--- src/rtl/spi_cmd_decoder.sv ---
// SPI command decoder: turns the bridge's byte stream into single-cycle register
// read/write strobes with burst auto-increment, and returns read data on data_out.
module spi_cmd_decoder #(
   parameter int ADDR_W   = 6,
   parameter int NUM_REGS = 20
) (
   input  logic              clk,
   input  logic              rst,
   input  logic              byte_sync,
   input  logic [7:0]        data_in,
   input  logic              frame_abort,
   output logic [7:0]        data_out,
   output logic              read,
   output logic              write,
   output logic [ADDR_W-1:0] addr,
   output logic [7:0]        wdata,
   input  logic [7:0]        rdata,
   output logic              addr_err
);

   typedef enum logic {ST_CMD, ST_DATA} state_t;

   state_t            state, state_nxt;
   logic              rw, rw_nxt;
   logic              burst, burst_nxt;
   // Access occupying the current cycle, whether its strobe was issued or suppressed.
   logic              rd_acc, rd_acc_nxt;
   logic              wr_acc, wr_acc_nxt;
   logic [ADDR_W-1:0] addr_base, addr_nxt;
   logic [7:0]        wdata_nxt, data_out_nxt;
   logic              read_nxt, write_nxt, addr_err_nxt;

   function automatic logic in_range(input logic [ADDR_W-1:0] a);
      return 32'(a) < NUM_REGS;
   endfunction

   function automatic logic [ADDR_W-1:0] addr_inc(input logic [ADDR_W-1:0] a);
      return (32'(a) >= NUM_REGS - 1) ? '0 : a + ADDR_W'(1);
   endfunction

   // NOTE: clocked state uses non-blocking assignments so every register samples pre-edge values.
   always_ff @(posedge clk) begin
      if (rst) state <= ST_CMD;
      else     state <= state_nxt;
   end

   // NOTE: every comb output gets a default first, so no path can infer a latch.
   always_comb begin
      state_nxt = state;
      if (frame_abort) begin
         state_nxt = ST_CMD;
      end else if (byte_sync) begin
         case (state)
            ST_CMD:  state_nxt = ST_DATA;
            ST_DATA: if (!burst) state_nxt = ST_CMD;
            default: state_nxt = ST_CMD;
         endcase
      end
   end

   always_comb begin
      rw_nxt     = rw;
      burst_nxt  = burst;
      rd_acc_nxt = 1'b0;
      wr_acc_nxt = 1'b0;
      wdata_nxt  = wdata;
      // Burst writes advance the address once the previous write strobe has gone out.
      addr_base  = (wr_acc && burst) ? addr_inc(addr) : addr;
      addr_nxt   = addr_base;
      data_out_nxt = data_out;
      if (rd_acc) data_out_nxt = read ? rdata : 8'h00;

      if (byte_sync && !frame_abort) begin
         case (state)
            ST_CMD: begin
               rw_nxt     = data_in[7];
               burst_nxt  = data_in[6];
               addr_nxt   = data_in[ADDR_W-1:0];
               rd_acc_nxt = !data_in[7];
            end
            ST_DATA: begin
               if (rw) begin
                  wr_acc_nxt = 1'b1;
                  wdata_nxt  = data_in;
               end else if (burst) begin
                  addr_nxt   = addr_inc(addr_base);
                  rd_acc_nxt = 1'b1;
               end
            end
            default: ;
         endcase
      end

      read_nxt     = rd_acc_nxt && in_range(addr_nxt);
      write_nxt    = wr_acc_nxt && in_range(addr_nxt);
      addr_err_nxt = (rd_acc_nxt || wr_acc_nxt) && !in_range(addr_nxt);
   end

   always_ff @(posedge clk) begin
      if (rst) begin
         rw       <= 1'b0;
         burst    <= 1'b0;
         rd_acc   <= 1'b0;
         wr_acc   <= 1'b0;
         addr     <= '0;
         wdata    <= 8'h00;
         data_out <= 8'h00;
         read     <= 1'b0;
         write    <= 1'b0;
         addr_err <= 1'b0;
      end else begin
         rw       <= rw_nxt;
         burst    <= burst_nxt;
         rd_acc   <= rd_acc_nxt;
         wr_acc   <= wr_acc_nxt;
         addr     <= addr_nxt;
         wdata    <= wdata_nxt;
         data_out <= data_out_nxt;
         read     <= read_nxt;
         write    <= write_nxt;
         addr_err <= addr_err_nxt;
      end
   end

endmodule
--- config.mk ---
export PLATFORM = sky130hd
export DESIGN_NAME = spi_cmd_decoder
export DESIGN_NICKNAME = d
export VERILOG_FILES = /design/src/rtl/spi_cmd_decoder.sv
export SDC_FILE = /design/constraint.sdc
export NUM_CORES = 1
export LEC_CHECK = 0
export CAP_MARGIN = 20
export CORE_ASPECT_RATIO = 1.25
export CORE_UTILIZATION = 47
export DETAILED_ROUTE_END_ITERATION = 8
export PLACE_DENSITY = 0.79
export SYNTH_ARGS = -nofsm -noshare
export SYNTH_HDL_FRONTEND = slang
export SYNTH_SLANG_ARGS = --single-unit
--- constraint.sdc ---
create_clock -name clk -period 3.2 [get_ports clk]
set_input_delay 0.48 -clock clk [delete_from_list [all_inputs] [get_ports clk]]
set_output_delay 0.48 -clock clk [all_outputs]
set_load 0.05 [all_outputs]
==> summary by stage <==
Detailed routing
The detailed-route DRC error count is 0. The average wire per standard cell is 13.9 µm. Using the TritonRoute via totals, the vias-per-cell ratio works out to 5.72. The pre-antenna-repair detailed-routing pass consisted of 4 iterations. The number of nets with antenna violations after routing is 0.

The via count of the routed design is 1646. The final layout contains routed wiring with a total length of 3.99 mm. The first routing iteration left 68 violations.

Worst setup path
STA classifies the critical path endpoint as a flop. Traced cell by cell, the critical path runs through ha_1 -> o31a_1 -> nor2_1 -> nand2_1 -> o21ai_1 -> ha_1 -> and3b_1 -> or2_2 -> a221oi_1 -> a211oi_2 -> a221o_1 -> o211a_1. Broken down by cell family, the worst path's largest delay share belongs to compound AO/OA/AOI/OAI gates. For the worst setup path, the data arrival time is 3.13 ns.

On the worst path, the slowest cell contributes a delay of 0.45 ns. The number of buffer and inverter stages on the critical path is 0. The largest fanout on the critical path is 9.

Counting stages on the worst path, the most repeated cell is sky130_fd_sc_hd__ha_1. The critical path startpoint category is a flop. The required arrival time at the worst endpoint is 3.37 ns. The critical path is of the reg -> reg type. The slowest stage of the critical path belongs to the cell sky130_fd_sc_hd__dfxtp_1.

STA
Between clock sinks in the finished design, the worst skew comes to 0.00728 ns. Final hold analysis gives a worst-case slack of 0.455 ns. Setup repair after global routing left no endpoint under its margin. The portion of the clock cycle consumed by the worst path in the final layout is 92.4%. The transition time of the tightest slew-check pin is 0.716 ns.

The number of pins exceeding their max-slew limit in the final report is 0. The final total negative setup slack is 0 ns. The number of hold violations in the final report is 0. The total setup violations reported at the end of the flow is 0. The upper clock frequency limit is 338 MHz. The worst pin sits at a relative slew slack of 52.1%. After layout, the minimum clock period comes to 2.96 ns. Across all setup checks in the final design, the least slack found is 0.244 ns.

Power and ir drop
The clock network burns 36.6% of the power. Registers are responsible for 46.3% of the overall power. For this design the ratio of total power to cell area is 395 nW/µm². The switching power share of the total is 27.3%. The logic gate share of total power is 17.1%. The switching power is 0.233 mW. Internal power comes to 0.621 mW. The analysis attributes to cell leakage a power of 0.811 nW. After layout, the design draws a total of 0.853 mW.

The worst supply voltage drop on vdd is 0.000381 V.

Floorplan
In this run the count of I/O pins placed on the die edge is 45. The placement row count is 23. Once the floorplan was initialized, standard cells occupied 49.8% of the core. The core area is 3250 µm². The floorplan step defined a die boundary enclosing 3690 µm². The die is 67.6 µm tall. The floorplan die width is 54.5 µm.

Synthesis
The number of enable-type register cells in the synthesized netlist is 0. The unique cell type count in the Yosys netlist is 53. Among all flip-flop cells after synthesis, the most frequent one is sky130_fd_sc_hd__dfxtp_1. The average footprint of a synthesized cell is 7.87 µm². After synthesis, the share of flip-flops with an asynchronous set or reset is 0%. The cell area after synthesis is 1620 µm². Yosys printed 0 warnings. After synthesis, flip-flops and latches occupy 37.1% of the total area. Counting every instance in the synthesized netlist gives 206. The synthesized netlist net count is 228. After synthesis the netlist holds a flip-flop and latch count of 30.

Global routing
The global-route total usage across every layer is 24.2%. The global route total overflow is 0. The initial antenna violation count is 0. The maximum number of pins on one net before global-route repair is 20.

The wire length of the first global-routing pass is 6.41 mm. The via count of the first global-routing pass is 1432.

Placement
The routability-driven placement congestion ratio is 0.920. OpenSTA, run right after detailed placement, puts the worst setup slack at 0.261 ns. After detailed placement, the design holds a cell count of 280. Port buffering added 44 buffers. The cell area reported after detailed placement is 2070 µm².

Once detailed placement completed, the half-perimeter wirelength came to 2.99 mm.

Final layout
After the last flow step, the layout net total stands at 272. The number of inserted filler cells in the final layout is 290. Measured on the finished design, the core utilization comes to 66.5%. Of the cells placed in the final design, the portion with a size suffix greater than 1 is 8.37%. The count of cells in the finished layout, fillers not included, comes to 288. From synthesis to final layout, the design area changed by 33.4%. The sequential cell area in the final layout is 601 µm². The diode insertion count for antenna repair is 0. The total non-filler cell area in the finished layout is 2160 µm².

Summing all multi-input logic gate instances after layout gives 935 µm².

Clocking
The total setup buffers inserted after CTS is 0. The cell at the root of the clock tree is sky130_fd_sc_hd__clkbuf_8. The maximum root-to-sink buffer count is 2. The post-cts sizing count is 0. The clock net sink count is 30.

The number of H-tree branching levels is 2. The cts-stage hold buffer count is 0. TritonCTS built the clock tree. The TritonCTS buffer count is 5. The clock-pin slew reported for the worst setup and hold paths after clock tree synthesis is 0.06 ns. The clock network latency to the later pin of the worst-skew pair is 0.28 ns.

Flow run
The number of maximum-capacitance constraint violations is 0.

Run status
The run finished with clean final reports.

Min path
The path category of the worst min-delay check is reg -> reg.
[layer usage]
metal,track usage (%),vias up,share of wire (%)
met5,0,-,0
met1,30.0,767,44
met4,11.5,0,2.3
met2,38.0,50,49
met3,6.76,9,4.7
li1,-,820,-
[area by class of cell]
cell class	count	area share, %
inverters	2	0.347
well taps	37	2.14
repair buffers	49	22.1
multi-input cells	162	43.2
flip-flops and latches	30	27.8
clock inverters	2	0.579
clock buffers	6	3.82
[sequential cells by signal (all words and copies together), names as in the netlist]
| signal | count |
|---|---|
| wr_acc | 1 |
| addr | 6 |
| addr_err | 1 |
| data_out | 8 |
| read | 1 |
| write | 1 |
| burst | 1 |
| rw | 1 |
| state | 1 |
| rd_acc | 1 |
| wdata | 8 |
[worst paths after layout]
kind / from / end / slack (ns) / depth (start not counted)
hold / removal: wdata[0] / wdata[0] / 0.45 / 2
setup reg to reg: addr[0] / addr_err / 0.24 / 12
setup / recovery: addr[0] / addr_err / 0.24 / 12
hold reg to reg: wdata[0] / wdata[0] / 0.45 / 2
[worst reg2reg max path: stages (launching register included)]
cell and delay [ns]:
sky130_fd_sc_hd__dfxtp_1 0.45, sky130_fd_sc_hd__ha_1 0.37, sky130_fd_sc_hd__o31a_1 0.17, sky130_fd_sc_hd__nor2_1 0.06, sky130_fd_sc_hd__nand2_1 0.08, sky130_fd_sc_hd__o21ai_1 0.07
sky130_fd_sc_hd__ha_1 0.24, sky130_fd_sc_hd__and3b_1 0.21, sky130_fd_sc_hd__or2_2 0.28, sky130_fd_sc_hd__a221oi_1 0.29, sky130_fd_sc_hd__a211oi_2 0.09, sky130_fd_sc_hd__a221o_1 0.39
sky130_fd_sc_hd__o211a_1 0.14
[placed cells by master, fill, tap and decap left out, types with 2 or more instances in the layout]
cell type                         synthesis  layout
sky130_fd_sc_hd__a221o_1                  2       2
sky130_fd_sc_hd__a311oi_1                 2       2
sky130_fd_sc_hd__inv_1                    2       2
sky130_fd_sc_hd__and3b_1                  2       2
sky130_fd_sc_hd__nand3_1                  3       3
sky130_fd_sc_hd__o21ai_0                  6       6
sky130_fd_sc_hd__or2_1                    2       2
sky130_fd_sc_hd__nor2_1                  22      22
sky130_fd_sc_hd__ha_1                     2       2
sky130_fd_sc_hd__a221oi_1                 3       3
sky130_fd_sc_hd__a21oi_1                 24      24
sky130_fd_sc_hd__and2_1                   4       4
sky130_fd_sc_hd__clkdlybuf4s50_1          0      44
sky130_fd_sc_hd__o21ai_1                  3       3
sky130_fd_sc_hd__nand2_1                 33      33
sky130_fd_sc_hd__nor3_1                   2       2
sky130_fd_sc_hd__clkbuf_8                 0       6
sky130_fd_sc_hd__nor4_1                   4       4
sky130_fd_sc_hd__dfxtp_1                 30      30
sky130_fd_sc_hd__or3_1                    2       2
sky130_fd_sc_hd__buf_4                    4       5
sky130_fd_sc_hd__a21boi_1                 2       2
sky130_fd_sc_hd__nor2b_1                 11      11
sky130_fd_sc_hd__nand2b_1                 5       5
sky130_fd_sc_hd__o21a_1                   2       2
[cell usage after synthesis, drive strengths merged (2+ instances only)]
library cell / n / area share [%]
dfxtp: 30 / 37
ha: 2 / 1.5
nor2b: 11 / 4.2
o21a: 2 / 0.93
nand3: 3 / 0.93
buf: 7 / 3.6
and3b: 2 / 1.1
nor4: 4 / 1.5
or2: 3 / 1.2
a21oi: 24 / 7.4
a221oi: 3 / 1.6
nand2b: 5 / 1.9
a221o: 2 / 1.2
inv: 2 / 0.46
nor2: 23 / 5.5
nand2: 34 / 8.0
a311oi: 2 / 1.1
or3: 3 / 1.5
and2: 5 / 2.1
o21ai: 9 / 2.8
nor3: 3 / 1.2
clkbuf: 5 / 1.2
a21boi: 2 / 0.93
[logic make-up (layout without fill, tap and decap cells)]
family | count (synthesis) | count (layout) | share of synthesized area (%)
AND/OR/NAND/NOR | 101 | 101 | 31.6
multiplexers | 1 | 1 | 0.618
AO/OA/AOI/OAI | 58 | 58 | 23.9
buffers and inverters | 14 | 59 | 5.25
flip-flops | 30 | 30 | 37.1
adder cells (fa/ha/maj) | 2 | 2 | 1.54
[power by group through the flow]
stage	clock network (mW)	registers (mW)	logic (mW)
after detailed placement	0	0.403	0.145
after CTS	0.322	0.395	0.146
after global placement	0	0.403	0.145
after global routing	0.342	0.396	0.158
after floorplan	0	0.420	0.0743
final	0.312	0.395	0.146
Note: power is estimated with default switching activity, not from simulation.
